==> src/rtl/event_ts_pkg.sv <==
// Shared types and constants for the event timestamper slice.
package event_ts_pkg;
  localparam int TS_W_DEF   = 32;
  localparam int DROP_CNT_W = 16;

  typedef logic [TS_W_DEF-1:0] ts_t;
endpackage

==> src/rtl/ts_sync_fifo.sv <==
// Single-clock FIFO with occupancy count; a pop frees a slot for a same-cycle write when full.
module ts_sync_fifo #(
  parameter int WIDTH = 32,
  parameter int DEPTH = 8,
  localparam int AW   = $clog2(DEPTH)
) (
  input  logic             clk,
  input  logic             reset,
  input  logic             clear,
  input  logic             wr_en,
  input  logic [WIDTH-1:0] wr_data,
  input  logic             rd_en,
  output logic [WIDTH-1:0] rd_data,
  output logic [AW:0]      count,
  output logic             full,
  output logic             empty
);
  logic [WIDTH-1:0] mem [DEPTH];
  logic [AW:0]      wr_ptr, rd_ptr;
  logic             push, pop;

  assign full  = (count == (AW+1)'(DEPTH));
  assign empty = (count == '0);
  assign pop   = rd_en && !empty;
  assign push  = wr_en && (!full || pop);

  always_ff @(posedge clk or posedge reset) begin
    if (reset) begin
      wr_ptr <= '0;
      rd_ptr <= '0;
      count  <= '0;
    end else if (clear) begin
      wr_ptr <= '0;
      rd_ptr <= '0;
      count  <= '0;
    end else begin
      if (push) wr_ptr <= wr_ptr + 1'b1;
      if (pop)  rd_ptr <= rd_ptr + 1'b1;
      if (push && !pop)      count <= count + 1'b1;
      else if (pop && !push) count <= count - 1'b1;
    end
  end

  // Storage needs no reset: the output is masked whenever the FIFO is empty.
  always_ff @(posedge clk) begin
    if (push && !clear) mem[wr_ptr[AW-1:0]] <= wr_data;
  end

  assign rd_data = empty ? '0 : mem[rd_ptr[AW-1:0]];
endmodule

==> src/rtl/event_timestamper.sv <==
// Synchronises event_in, stamps each rising edge with time_in and queues stamps downstream.
// Optional EVENT_TIMESTAMPER_DROP_CNT_EN adds a saturating drop_count output.
module event_timestamper
  import event_ts_pkg::*;
#(
  parameter int TS_W        = TS_W_DEF,
  parameter int DEPTH       = 8,
  parameter int SYNC_STAGES = 2
) (
  input  logic                     clk,
  input  logic                     reset,
  input  logic [TS_W-1:0]          time_in,
  input  logic                     event_in,
  input  logic                     clear,
  output logic [TS_W-1:0]          ts_data,
  output logic                     ts_valid,
  input  logic                     ts_ready,
  output logic [$clog2(DEPTH):0]   fifo_count,
  output logic                     overflow
`ifdef EVENT_TIMESTAMPER_DROP_CNT_EN
  , output logic [DROP_CNT_W-1:0]  drop_count
`endif
);
  logic [SYNC_STAGES-1:0] sync;
  logic                   sync_evt, prev, edge_det, full, empty, drop;

  always_ff @(posedge clk or posedge reset) begin
    if (reset) begin
      sync <= '0;
      prev <= 1'b0;
    end else begin
      sync <= {sync[SYNC_STAGES-2:0], event_in};
      prev <= sync_evt;
    end
  end

  assign sync_evt = sync[SYNC_STAGES-1];
  assign edge_det = sync_evt & ~prev;
  // A full FIFO only loses the edge if nothing leaves in the same cycle.
  assign drop     = edge_det && full && !ts_ready && !clear;
  assign ts_valid = !empty;

  ts_sync_fifo #(.WIDTH(TS_W), .DEPTH(DEPTH)) u_fifo (
    .clk     (clk),
    .reset   (reset),
    .clear   (clear),
    .wr_en   (edge_det),
    .wr_data (time_in),
    .rd_en   (ts_ready),
    .rd_data (ts_data),
    .count   (fifo_count),
    .full    (full),
    .empty   (empty)
  );

  always_ff @(posedge clk or posedge reset) begin
    if (reset)      overflow <= 1'b0;
    else if (clear) overflow <= 1'b0;
    else if (drop)  overflow <= 1'b1;
  end

`ifdef EVENT_TIMESTAMPER_DROP_CNT_EN
  always_ff @(posedge clk or posedge reset) begin
    if (reset)                        drop_count <= '0;
    else if (clear)                   drop_count <= '0;
    else if (drop && !(&drop_count))  drop_count <= drop_count + 1'b1;
  end
`endif
endmodule

==> config.mk <==
export PLATFORM = sky130hd
export DESIGN_NAME = event_timestamper
export DESIGN_NICKNAME = d
export VERILOG_FILES = /design/src/rtl/event_ts_pkg.sv /design/src/rtl/ts_sync_fifo.sv /design/src/rtl/event_timestamper.sv
export SDC_FILE = /design/constraint.sdc
export NUM_CORES = 1
export LEC_CHECK = 0
export ABC_AREA = 1
export CORE_ASPECT_RATIO = 0.5
export CORE_MARGIN = 4
export CORE_UTILIZATION = 50
export CTS_BUF_LIST = sky130_fd_sc_hd__clkbuf_4 sky130_fd_sc_hd__clkbuf_8
export DETAILED_ROUTE_END_ITERATION = 12
export GPL_TIMING_DRIVEN = 0
export PLACE_DENSITY = 0.69
export SYNTH_ARGS = -nofsm -noshare
export SYNTH_HDL_FRONTEND = slang
export SYNTH_SLANG_ARGS = --single-unit
==> constraint.sdc <==
create_clock -name clk -period 3.8 [get_ports clk]
set_clock_uncertainty 0.15 [all_clocks]
set_input_delay 0.76 -clock clk [delete_from_list [all_inputs] [get_ports clk]]
set_output_delay 0.76 -clock clk [all_outputs]
set_load 0.01 [all_outputs]
# Yosys cells after proc, flatten, opt, wreduce, memory -nomap -nowiden

Memories as Yosys holds them, arrays and structs flattened.
Cells that the tools add are included.

Register bits after elaboration: 16
Bits in writable memories: 256
Input bits: 37
Memories kept: 1

Memory list:

| name       | depth | bits a word | rd ports | clocked after memory_dff | write ports | line               | source |
|---|---|---|---|---|---|---|---|
| u_fifo.mem | 8     | 32          | 1        | 0                        | 1           | ts_sync_fifo.sv:18 | `logic [WIDTH-1:0] mem [DEPTH];` |

Reductions and logical operators: 20
Add/sub/neg operators: 4
Bitwise operators: 2
Equal/unequal tests: 1
Muxes and demuxes: 12

Operators with widths:

| kind                  | number |
|---|---|
| $mux W32              | 1 |
| $mux W4               | 7 |
| $add A4 B1 Y4 const B | 3 |
| $logic_and A1 B1 Y1   | 8 |
| $logic_not A1 Y1      | 6 |
| $reduce_bool A2 Y1    | 3 |
| $eq A4 B4 Y1 const B  | 1 |
| $logic_not A4 Y1      | 1 |
| $mux W1               | 4 |
| $sub A4 B1 Y4 const B | 1 |
| $reduce_bool A3 Y1    | 1 |
| $and A1 B1 Y1         | 1 |
| $logic_or A1 B1 Y1    | 1 |
| $not A1 Y1            | 1 |

# Depth between registers and ports, before layout

Gate-level depths: netlist (run 1).

Depth after elaboration: 10
Mapped depth: 13
Mapped depth without buffers: 13

# Hierarchy

A second synthesis (run 1) with hierarchy kept.

Cell total of the unflattened synthesis: 865
Area total of the unflattened synthesis: 10,859.2 µm²

Modules (own cells, without submodules):

| module            | area an instance (µm²) | instances | cells each | sequential area each (µm²) |
|---|---|---|---|---|
| ts_sync_fifo      | 10,717.8               | 1         | 852        | 7,937.6 |
| event_timestamper | 141.4                  | 1         | 13         | 100.1 |

# Worst setup path before layout (run 1)

No wires, ideal clock.

Kind: input to register
From: input ts_ready
To: memory u_fifo.mem[0][0] (enable)
Buffers on the path: 0
Stages: 6
Path slack: 642 ps
Data required time: 3,229 ps
Arrival: 2,587 ps
Library setup time: 421 ps
Path through: nor2_1 -> nand3_1 -> nand2_2 -> nor2_2 -> nand2_1 -> nor2_1

Longest elaborated chain between the ends: 6

RTL lines:

| element                       | line                    | source |
|---|---|---|
| from (decl)                   | event_timestamper.sv:17 | `input logic ts_ready,` |
| $logic_and A1 B1 Y1           | ts_sync_fifo.sv:24      | `assign pop = rd_en && !empty;` |
| $logic_or A1 B1 Y1            | ts_sync_fifo.sv:25      | `assign push = wr_en && (!full \|\| pop);` |
| $logic_and A1 B1 Y1           | ts_sync_fifo.sv:25      |  |
| $logic_and A1 B1 Y1           | ts_sync_fifo.sv:46      | `if (push && !clear) mem[wr_ptr[AW-1:0]] <= wr_data;` |
| $mux W1                       | ts_sync_fifo.sv:46      |  |
| $mux W1 (implied by the code) | ts_sync_fifo.sv:46      |  |
| to (decl)                     | ts_sync_fifo.sv:18      |  |

Every way passes these cells.

# Final worst setup path (run 1)

From: register u_fifo.rd_ptr[1]
To: output ts_data[2]

Longest elaborated chain between the ends: 2

RTL lines:

| element                | line                    | source |
|---|---|---|
| from (decl)            | ts_sync_fifo.sv:19      | `logic [AW:0] wr_ptr, rd_ptr;` |
| from (signal assigned) | ts_sync_fifo.sv:38      | `if (pop) rd_ptr <= rd_ptr + 1'b1;` |
| $mem_v2 Z8 W32         | --                      |  |
| $mux W32               | ts_sync_fifo.sv:49      | `assign rd_data = empty ? '0 : mem[rd_ptr[AW-1:0]];` |
| to (decl)              | event_timestamper.sv:15 | `output logic [TS_W-1:0] ts_data,` |

Every way passes these cells.

==> results of run 1 <==
## layout make-up
| type | count | area [sq um] |
|---|---|---|
| flip-flops and latches | 270 | 8038 |
| fillers | 1625 | 8033 |
| well taps | 292 | 365.4 |
| plain buffers | 51 | 304.0 |
| clock inverters | 11 | 46.29 |
| multi-input cells | 524 | 2516 |
| repair buffers | 82 | 915.9 |
| inverters | 15 | 56.30 |
| clock buffers | 55 | 650.6 |
## flip-flops by register name (all words and copies together), names as in the netlist
name and cells:
u_fifo.mem 256, overflow 1, sync 2, prev 1
u_fifo.rd_ptr 3, u_fifo.wr_ptr 3, u_fifo.count 4
## kinds of logic (layout without fill, tap and decap cells)
logic type | after synthesis | in the layout | share of synthesized area [%]
AO/OA/AOI/OAI | 201 | 201 | 10.41
XOR/XNOR | 1 | 1 | 0.08074
adder cells (fa/ha/maj) | 5 | 5 | 0.6459
buffers and inverters | 66 | 214 | 3.275
flip-flops | 270 | 270 | 74.09
AND/OR/NAND/NOR | 317 | 317 | 11.50
## where the power goes
group	leakage [nW]	switching (W)	internal (W)	total, W
sequential	2.49	0.0000547	0.00331	0.00336
clock	0.372	0.00103	0.00110	0.00213
combinational	1.57	0.00182	0.00116	0.00298
total	4.44	0.00291	0.00557	0.00848
## per-stage QoR
stage | TNS [ns] | total power, W
after floorplan | 0 | 0.005063
after global placement | -317.08 | 0.006360
after detailed placement | 0 | 0.006407
after CTS | 0 | 0.008513
after global routing | 0 | 0.008951
final | 0 | 0.008479
## critical path: stages (launching register included)
cell and delay [ns]:
dfrtp_1 0.54, clkbuf_1 0.46, o21ai_0 0.18, o211ai_1 0.19, nand2_1 0.07, nor2_1 0.18, clkdlybuf4s50_1 0.58
## timing repair
item                       CTS  global route
gates resized for setup      1             6
hold buffers                 0             0
setup endpoints to repair    1             9
## routing by layer
layer	wire length [um]	share of wire, %	GRT usage (%)
met1	11740	44	31.73
met5	0	0	0
met3	2407	9.0	4.057
met4	358	1.3	4.900
met2	12260	46	35.09
## cell usage in the layout, fill, tap and decap left out, drive strengths merged
cell type      netlist  layout
edfxtp             256     256
nor2               241     241
o21ai              133     133
clkdlybuf4s50        0      74
clkbuf              18      73
nand2               64      64
buf                 33      41
o22ai               32      32
o211ai              32      32
inv                 15      16
dfrtp               14      14
clkinv               0      10
nand3               10      10
ha                   4       4
a21oi                4       4
nand3b               1       1
nor3                 1       1
xnor2                1       1
fa                   1       1
## how the worst max path moves through the flow
stage	start	end	slack (ns)	cells after the start
3_3_place_gp	ts_ready	u_fifo.mem[0][20]	-1.35	7
3_5_place_dp	ts_ready	u_fifo.mem[3][20]	0.40	8
5_1_grt	u_fifo.rd_ptr[0]	ts_data[2]	0.02	7
6_report	u_fifo.rd_ptr[1]	ts_data[2]	0.19	6
2_1_floorplan	ts_ready	u_fifo.mem[0][0]	0.64	6
4_1_cts	u_fifo.rd_ptr[1]	ts_data[16]	0.04	7
==> impl_metrics.py, run 1 <==
metrics = {
    "cts": {
        "clk_transition_reported_paths_ns": 0.06,
        "cts_buffer_depth": 3,
        "postCtsSetupBuffers": 0,
        "clock_tree.htree_level_count": 2,
        "worstSkewPairLatency_ns": 0.50,
        "cts_sinks": 270,
        "root_driver": "clkbuf_8",
        "tritoncts_clock_tree": "built",
        "cts_buffers": 38,
    },
    "die": {
        "core-area_sq_um": 20930,
        "row_count": 37,
        "start_util_pct": 51.85,
        "dieArea_sq_um": 24260,
        "fp.dieW_um": 216.3,
        "die-height_um": 112.2,
        "ios": 75,
    },
    "sta": {
        "final_min_period_over_clock_period_pct": 95.05,
        "slew-limit-headroom_pct": 49.27,
        "achievable-frequency_mhz": 276.9,
        "hold_viol_final": 0,
        "timing_max_transition_violations_final": 0,
        "timing.final.crit_period_ns": 3.612,
        "rsz0062_at_grt": "no",
        "final-setup-viol-count": 0,
        "hold-worst-slack_ns": 0.2016,
        "fin_ws_ns": 0.1880,
        "worst_slew_pin_slew_ns": 0.7591,
    },
    "setup_path": {
        "rr_worst_depth": 8,
        "r2r_slack_ns": 1.21,
        "crit_path_max_fanout": 10,
        "endpoint_kind_of_the_worst_setup_timing_path": "output port",
        "r2r_start": "u_fifo.count[3]",
        "critical_path_startpoint_category": "flop",
        "cp_data_required_time_ns": 2.89,
        "critical_path.reg2reg.endpoint": "u_fifo.mem[3][24]",
        "timing.setup.critical_path_class": "flop to output port",
        "cp_data_arrival_time_ns": 2.70,
    },
    "finish": {
        "final_net_count": 1024,
        "drive_gt1_share_pct": 12.30,
        "finalCoreUtilization_pct": 61.61,
        "antenna-diode-count": 0,
        "final_cell_area_sq_um": 12890,
        "flow.area_growth_from_synthesis_pct": 18.83,
        "final_cells": 1300,
    },
    "yosys": {
        "synth-seq-area-share_pct": 74.09,
        "yosysWarningCount": 0,
        "synth_ff_type": "edfxtp_1",
        "synth_top_cell_by_area": "edfxtp_1",
        "yosys.cell_count.top_type": "edfxtp_1",
        "netlist_top_cells_count": "256 x edfxtp_1, 236 x nor2_1, 131 x o21ai_0",
        "post_synthesis_instance_area_sq_um": 10850,
        "synth.avg_cell_area_sq_um": 12.62,
        "synthesis.nets": 902,
        "yosys_register_bits": 270,
        "distinct_cell_type_count_of_the_synthesized_netlist": 29,
        "synth_top_cells_by_area": "edfxtp_1 71%, nor2_1 8.2%, o21ai_0 6.0%",
        "synth_top_area_share_pct": 70.86,
        "postSynth.asyncResetShare_pct": 5.185,
        "number_of_enable_type_register_cells_in_the_synthesized_netlist": 256,
        "synth_cells": 860,
    },
    "placement": {
        "postPlaceCellArea_sq_um": 12190,
        "gp_congestion": 0.7904,
        "place_inst": 1234,
        "hpwlAfterDp_um": 16740,
        "numPortBuffers": 74,
        "setup_ws_pre_cts_ns": 0.4003,
    },
    "global_route": {
        "grt.overflow.total": 0,
        "first_global_vias": 7278,
        "grt_antenna_before_repair": 0,
        "grt_util_all_layers_pct": 21.88,
        "grt_pass1_wl_um": 41230,
        "pin_count_of_the_biggest_net_entering_global_routing": 27,
    },
    "drt": {
        "postRouteAntennaNets": 0,
        "drcViolationCount": 0,
        "routed_wl_um": 26770,
        "num_vias": 7254,
        "wl_per_cell_um": 20.59,
        "drtPass1Iterations": 5,
        "drt-vias-per-instance": 5.580,
        "initialDrtViolationCount": 796,
    },
    "pwr": {
        "ir_drop_uv": 285.8,
        "static-leakage-power_nw": 4.436,
        "power.density_cell_area_nw_per_um2": 657.7,
    },
    "hold_path": {
        "hold_path.class": "flop to flop",
        "holdPathStages": 0,
        "hold-path-endpoint": "sync[1]",
        "worst_hold_startpoint": "sync[0]",
    },
    "outcome": {
        "run_status": "complete, no violations",
    },
    "job": {
        "number_of_max_cap_violations": 0,
    },
}
(Power assumes the default switching activity.)
==> run 2: changes to the inputs <==
--- a/config.mk
+++ b/config.mk
@@ -5,14 +5,14 @@
 export SDC_FILE = /design/constraint.sdc
 export NUM_CORES = 1
 export LEC_CHECK = 0
-export ABC_AREA = 1
+export ABC_AREA = 0
+export CAP_MARGIN = 20
 export CORE_ASPECT_RATIO = 0.5
 export CORE_MARGIN = 4
-export CORE_UTILIZATION = 50
+export CORE_UTILIZATION = 45
 export CTS_BUF_LIST = sky130_fd_sc_hd__clkbuf_4 sky130_fd_sc_hd__clkbuf_8
 export DETAILED_ROUTE_END_ITERATION = 12
 export GPL_TIMING_DRIVEN = 0
-export PLACE_DENSITY = 0.69
 export SYNTH_ARGS = -nofsm -noshare
 export SYNTH_HDL_FRONTEND = slang
 export SYNTH_SLANG_ARGS = --single-unit
==> impl_metrics.py, run 2 <==
metrics = {
    "sta": {
        "rsz0062_at_grt": "yes",
        "slew-limit-headroom_pct": 38.12,
        "hold_viol_final": 0,
        "worst_slew_pin_slew_ns": 0.9232,
        "timing_max_transition_violations_final": 0,
        "setup_total_negative_slack_ns": 0,
        "final_min_period_over_clock_period_pct": 95.51,
        "timing.final.crit_period_ns": 3.629,
        "hold-worst-slack_ns": 0.1994,
        "final-setup-viol-count": 0,
        "achievable-frequency_mhz": 275.5,
    },
    "setup_path": {
        "critical_path_startpoint_category": "flop",
        "cp_cell_sequence": "buf_4 > buf_4 > mux4_2 > mux2i_1 > nor2_1 > clkdlybuf4s50_1",
        "cp_data_arrival_time_ns": 2.72,
        "timing.critical_path.mode_cell": "buf_4",
        "timing.setup.critical_path_class": "flop to output port",
        "max_stage_delay_ns": 0.53,
        "critical_path.slowest_cell": "mux4_2",
        "crit_path_max_fanout": 10,
        "rr_worst_depth": 11,
        "cp_data_required_time_ns": 2.89,
        "endpoint_kind_of_the_worst_setup_timing_path": "output port",
    },
    "drt": {
        "postRouteAntennaNets": 0,
        "wl_per_cell_um": 22.83,
        "initialDrtViolationCount": 366,
        "num_vias": 5200,
        "routed_wl_um": 22190,
        "drtPass1Iterations": 4,
        "drt-vias-per-instance": 5.350,
        "drcViolationCount": 0,
    },
    "global_route": {
        "grt_antenna_before_repair": 0,
        "first_global_vias": 5517,
        "globalRouteMet3Util_pct": 3.968,
        "grt_util_all_layers_pct": 17.66,
        "grt.overflow.total": 0,
        "grt_met1_usage_pct": 25.45,
        "global_route.peak_usage_layer": "met2",
        "pin_count_of_the_biggest_net_entering_global_routing": 23,
        "grt_pass1_wl_um": 33910,
        "met2_usage_pct": 28.26,
    },
    "yosys": {
        "post_synthesis_instance_area_sq_um": 10590,
        "synth_cells": 508,
        "number_of_enable_type_register_cells_in_the_synthesized_netlist": 256,
        "synth_top_cells_by_area": "edfxtp_1 73%, mux4_2 14%, dfrtp_1 3.3%",
        "postSynth.asyncResetShare_pct": 5.185,
        "synth_top_cell_by_area": "edfxtp_1",
        "synthesis.nets": 550,
        "distinct_cell_type_count_of_the_synthesized_netlist": 41,
        "synth_top_area_share_pct": 72.57,
        "yosysWarningCount": 0,
        "synth-seq-area-share_pct": 75.88,
        "synth_ff_type": "edfxtp_1",
        "netlist_top_cells_count": "256 x edfxtp_1, 64 x mux4_2, 46 x nor2_1",
        "yosys.cell_count.top_type": "edfxtp_1",
        "yosys_register_bits": 270,
        "synth.avg_cell_area_sq_um": 20.85,
    },
    "pwr": {
        "static-leakage-power_nw": 4.089,
        "ir_drop_uv": 233.5,
        "p_int_w": 0.005703,
        "power_frac_clock_pct": 28.2,
        "total_switching_power_w": 0.002236,
        "power.density_cell_area_nw_per_um2": 617.8,
        "switching_part_of_the_total_pct": 28.16,
        "share_comb_of_total_power_pct": 29.5,
        "pwr-share-seq_pct": 42.4,
    },
    "placement": {
        "gp_congestion": 0.7683,
        "postPlaceCellArea_sq_um": 12060,
        "hpwlAfterDp_um": 14150,
        "numPortBuffers": 74,
    },
    "die": {
        "fp.dieW_um": 225.0,
        "die-height_um": 116.5,
        "core-area_sq_um": 22980,
        "dieArea_sq_um": 26210,
        "start_util_pct": 46.09,
        "ios": 75,
        "row_count": 39,
    },
    "finish": {
        "flip_flop_count_of_the_largest_register_all_copies_and_words_added": 256,
        "final_cell_area_sq_um": 12850,
        "drive_gt1_share_pct": 27.07,
        "layout.cells.most_common": "edfxtp_1",
        "fill_cell_count": 1760,
        "antenna-diode-count": 0,
        "layout_common_cells": "256 x edfxtp_1, 74 x clkdlybuf4s50_1, 64 x mux4_2",
        "finalCoreUtilization_pct": 55.91,
        "final_net_count": 684,
        "flow.area_growth_from_synthesis_pct": 21.31,
    },
    "cts": {
        "worstSkewPairLatency_ns": 0.53,
        "cts_buffer_depth": 3,
        "clk_transition_reported_paths_ns": 0.06,
        "clock_tree.htree_level_count": 2,
        "root_driver": "clkbuf_8",
        "postCtsSetupBuffers": 0,
        "tritoncts_clock_tree": "built",
        "cts_sinks": 270,
        "cts_buffers": 39,
    },
    "job": {
        "number_of_max_cap_violations": 0,
    },
    "hold_path": {
        "holdPathStages": 0,
        "hold_path.class": "flop to flop",
    },
    "outcome": {
        "run_status": "complete, no violations",
    },
}
[run 2: cell count changes after synthesis, sizes merged, moves of 29 or more]
| cell | previous run | this run |
|---|---|---|
| o211ai | 32 | 3 |
| nand2 | 64 | 6 |
| o21ai | 133 | 3 |
| nor2 | 241 | 47 |
| o22ai | 32 | 0 |
| mux4 | 0 | 64 |
| mux2i | 0 | 34 |
[run 2: layer usage]
metal / vias to the layer above / wire length, um
li1: 2340 / -
met1: 2706 / 9868
met2: 127 / 10660
met3: 27 / 1390
met4: 0 / 270
met5: - / 0
[run 2: per-stage QoR]
stage          setup WS (ns)  std cells  total power (W)
2_1_floorplan       -0.08889        508         0.004769
3_3_place_gp          -3.340        889         0.005741
3_5_place_dp         0.08842        908         0.005773
4_1_cts              0.05798        972         0.008053
5_1_grt             -0.01027        972         0.008350
6_report              0.1707        972         0.007938
[run 2: cells by family (layout without fill, tap and decap cells)]
group           count (synthesis)  in the layout  synth area share [%]
flops                         270            270                 75.88
mux                           100            100                 17.07
simple gates                   73             73                 3.142
buf+inv                        33            190                 1.311
compound gates                 22             22                 1.524
fa+ha+maj                       5              5                0.6615
xor+xnor                        5              5                0.4134
[run 2: worst paths after layout]
kind,start,end,slack [ns]
worst max-delay path,u_fifo.rd_ptr[0],ts_data[22],0.17
worst min-delay path,sync[0],sync[1],0.20
worst max register to register,u_fifo.count[0],u_fifo.count[3],0.83
worst min register to register,sync[0],sync[1],0.20
max in group asynchronous,reset,u_fifo.wr_ptr[2],2.68
min in group asynchronous,reset,sync[0],0.44
[run 2: power groups by stage]
stage	Combinational [W]	Sequential [W]	Clock, W
finish	0.00234	0.00336	0.00224
global route	0.00254	0.00337	0.00244
CTS	0.00239	0.00336	0.00230
detailed placement	0.00235	0.00343	0
global placement	0.00231	0.00343	0
floorplan	0.00134	0.00342	0
[run 2: repair_timing]
item / in CTS / in global routing
gates resized for setup: 22 / 4
hold endpoints to repair: 0 / 0
endpoints found under the setup margin: 32 / 6
hold buffers: 0 / 0
[run 2: final cells by class]
| class | count | area, sq um | share of cell area [%] |
|---|---|---|---|
| Buffer | 27 | 178.9 | 1.392 |
| Multi-Input combinational cell | 205 | 2484 | 19.33 |
| Tap cell | 307 | 384.1 | 2.989 |
| Inverter | 6 | 22.52 | 0.1753 |
| Sequential cell | 270 | 8038 | 62.55 |
| Timing Repair Buffer | 93 | 1011 | 7.868 |
| Clock buffer | 58 | 679.4 | 5.287 |
| Clock inverter | 6 | 52.55 | 0.4090 |
[run 2: critical path, delay by kind of cell (launching register included)]
kind | cells | cell delay [ns]
buffers and inverters | 3 | 1.05
multiplexers | 2 | 0.66
AND/OR/NAND/NOR | 1 | 0.09
flip-flops | 1 | 0.38
==> run 3: changes to the inputs <==
--- a/config.mk
+++ b/config.mk
@@ -12,6 +12,7 @@
 export CORE_UTILIZATION = 45
 export CTS_BUF_LIST = sky130_fd_sc_hd__clkbuf_4 sky130_fd_sc_hd__clkbuf_8
 export DETAILED_ROUTE_END_ITERATION = 12
+export DONT_BUFFER_PORTS = 1
 export GPL_TIMING_DRIVEN = 0
 export SYNTH_ARGS = -nofsm -noshare
 export SYNTH_HDL_FRONTEND = slang
==> impl_metrics.py, run 3 (synthesized netlist as in run 2, its figures left out) <==
metrics = {
    "drt": {
        "postRouteAntennaNets": 0,
        "drt-vias-per-instance": 5.543,
        "routed_wl_um": 22020,
        "num_vias": 5033,
        "initialDrtViolationCount": 464,
        "drcViolationCount": 0,
        "drtPass1Iterations": 7,
        "wl_per_cell_um": 24.26,
    },
    "die": {
        "die-height_um": 116.5,
        "row_count": 39,
        "fp.dieW_um": 225.0,
        "ios": 75,
        "core-area_sq_um": 22980,
        "dieArea_sq_um": 26210,
        "start_util_pct": 46.09,
    },
    "finish": {
        "finalCoreUtilization_pct": 52.83,
        "antenna-diode-count": 0,
        "final_cell_area_sq_um": 12140,
        "layout_common_cells": "256 x edfxtp_1, 64 x mux4_2, 44 x clkbuf_8",
        "final_net_count": 613,
        "layout.cells.most_common": "edfxtp_1",
        "fill_cell_count": 1774,
        "drive_gt1_share_pct": 29.28,
        "flip_flop_count_of_the_largest_register_all_copies_and_words_added": 256,
        "flow.area_growth_from_synthesis_pct": 14.64,
    },
    "setup_path": {
        "cp_data_required_time_ns": 2.89,
        "crit_path_max_fanout": 10,
        "cp_data_arrival_time_ns": 2.66,
        "critical_path_startpoint_category": "flop",
        "timing.setup.critical_path_class": "flop to output port",
        "endpoint_kind_of_the_worst_setup_timing_path": "output port",
    },
    "placement": {
        "setup_ws_pre_cts_ns": 0.6589,
        "numPortBuffers": 0,
        "hpwlAfterDp_um": 14280,
        "postPlaceCellArea_sq_um": 11330,
        "gp_congestion": 0.7660,
    },
    "cts": {
        "clock_tree.htree_level_count": 2,
        "hold_buffers": 0,
        "cts_buffers": 40,
        "post_cts_resize_count": 0,
        "root_driver": "clkbuf_8",
        "cts_sinks": 270,
        "tritoncts_clock_tree": "built",
        "worstSkewPairLatency_ns": 0.52,
        "cts_buffer_depth": 3,
        "postCtsSetupBuffers": 0,
        "clk_transition_reported_paths_ns": 0.07,
    },
    "sta": {
        "achievable-frequency_mhz": 280.1,
        "timing_max_transition_violations_final": 0,
        "final_min_period_over_clock_period_pct": 93.94,
        "timing.final.crit_period_ns": 3.570,
        "hold_viol_final": 0,
        "rsz0062_at_grt": "no",
        "final-setup-viol-count": 0,
        "slew-limit-headroom_pct": 26.51,
        "worst_slew_pin_slew_ns": 1.102,
        "hold-worst-slack_ns": 0.02267,
        "fin_ws_ns": 0.2305,
    },
    "global_route": {
        "grt_pass1_wl_um": 33040,
        "first_global_vias": 5230,
        "grt.overflow.total": 0,
        "grt_util_all_layers_pct": 17.13,
        "pin_count_of_the_biggest_net_entering_global_routing": 24,
        "grt_antenna_before_repair": 0,
    },
    "hold_path": {
        "hold_path.class": "primary input to async pin",
    },
    "pwr": {
        "ir_drop_uv": 247.8,
        "static-leakage-power_nw": 3.828,
        "power.density_cell_area_nw_per_um2": 618.0,
        "design_power_total_w": 0.007505,
    },
    "job": {
        "number_of_max_cap_violations": 0,
    },
    "outcome": {
        "run_status": "complete, no violations",
    },
}
run 3: cell count changes in the layout (fill, tap and decap cells not counted), sizes merged:
cell and delta:
buf +3, bufinv +1, clkbuf -1, clkdlybuf4s15 -4, clkdlybuf4s50 -74, clkinv +12
clkinvlp -1
run 3: final timing paths:
check / slack (ns) / to / depth (start not counted) / start
setup reg to reg: 0.71 / u_fifo.count[3] / 11 / u_fifo.count[1]
hold reg to reg: 0.20 / sync[1] / 0 / sync[0]
min in group clk: 0.12 / sync[0] / 0 / event_in
max in group asynchronous: 3.11 / u_fifo.count[1] / 1 / reset
setup / recovery: 0.23 / ts_data[30] / 5 / u_fifo.rd_ptr[1]
hold / removal: 0.02 / u_fifo.rd_ptr[0] / 1 / reset
run 3: stage by stage:
step | cells | TNS, ns
2_1_floorplan | 508 | -8.532
3_3_place_gp | 815 | -426.89
3_5_place_dp | 836 | 0
4_1_cts | 908 | 0
5_1_grt | 908 | 0
6_report | 908 | 0
run 3: layer usage:
layer	vias up	routed length, um	global-route usage [%]	share of wire [%]
met5	-	0	0	0
met2	129	10380	27.60	47
met1	2664	9718	23.66	44
met3	33	1556	4.897	7.1
met4	0	365	4.078	1.7
li1	2207	-	-	-
run 3: area by class of cell:
type / instances / area (sq um) / share of cell area (%)
clock inverter: 18 / 128.9 / 1.061
timing repair buffer: 21 / 285.3 / 2.349
inverter: 6 / 22.52 / 0.1855
clock buffer: 54 / 680.7 / 5.605
multi-input combinational: 205 / 2484 / 20.45
tap: 307 / 384.1 / 3.163
buffer: 27 / 120.1 / 0.9892
sequential: 270 / 8038 / 66.19
run 3: critical path, stage by stage, from the launching register on:
cell and delay [ns]:
dfrtp_1 0.37, clkbuf_1 0.44, clkbuf_1 0.61, mux4_2 0.42, mux2i_1 0.18, nor2_1 0.11
run 3: where the power goes:
part,switching (W),internal (W),total (W)
Sequential,0.0000658,0.00331,0.00338
Clock,0.00107,0.00130,0.00237
Combinational,0.00105,0.000698,0.00175
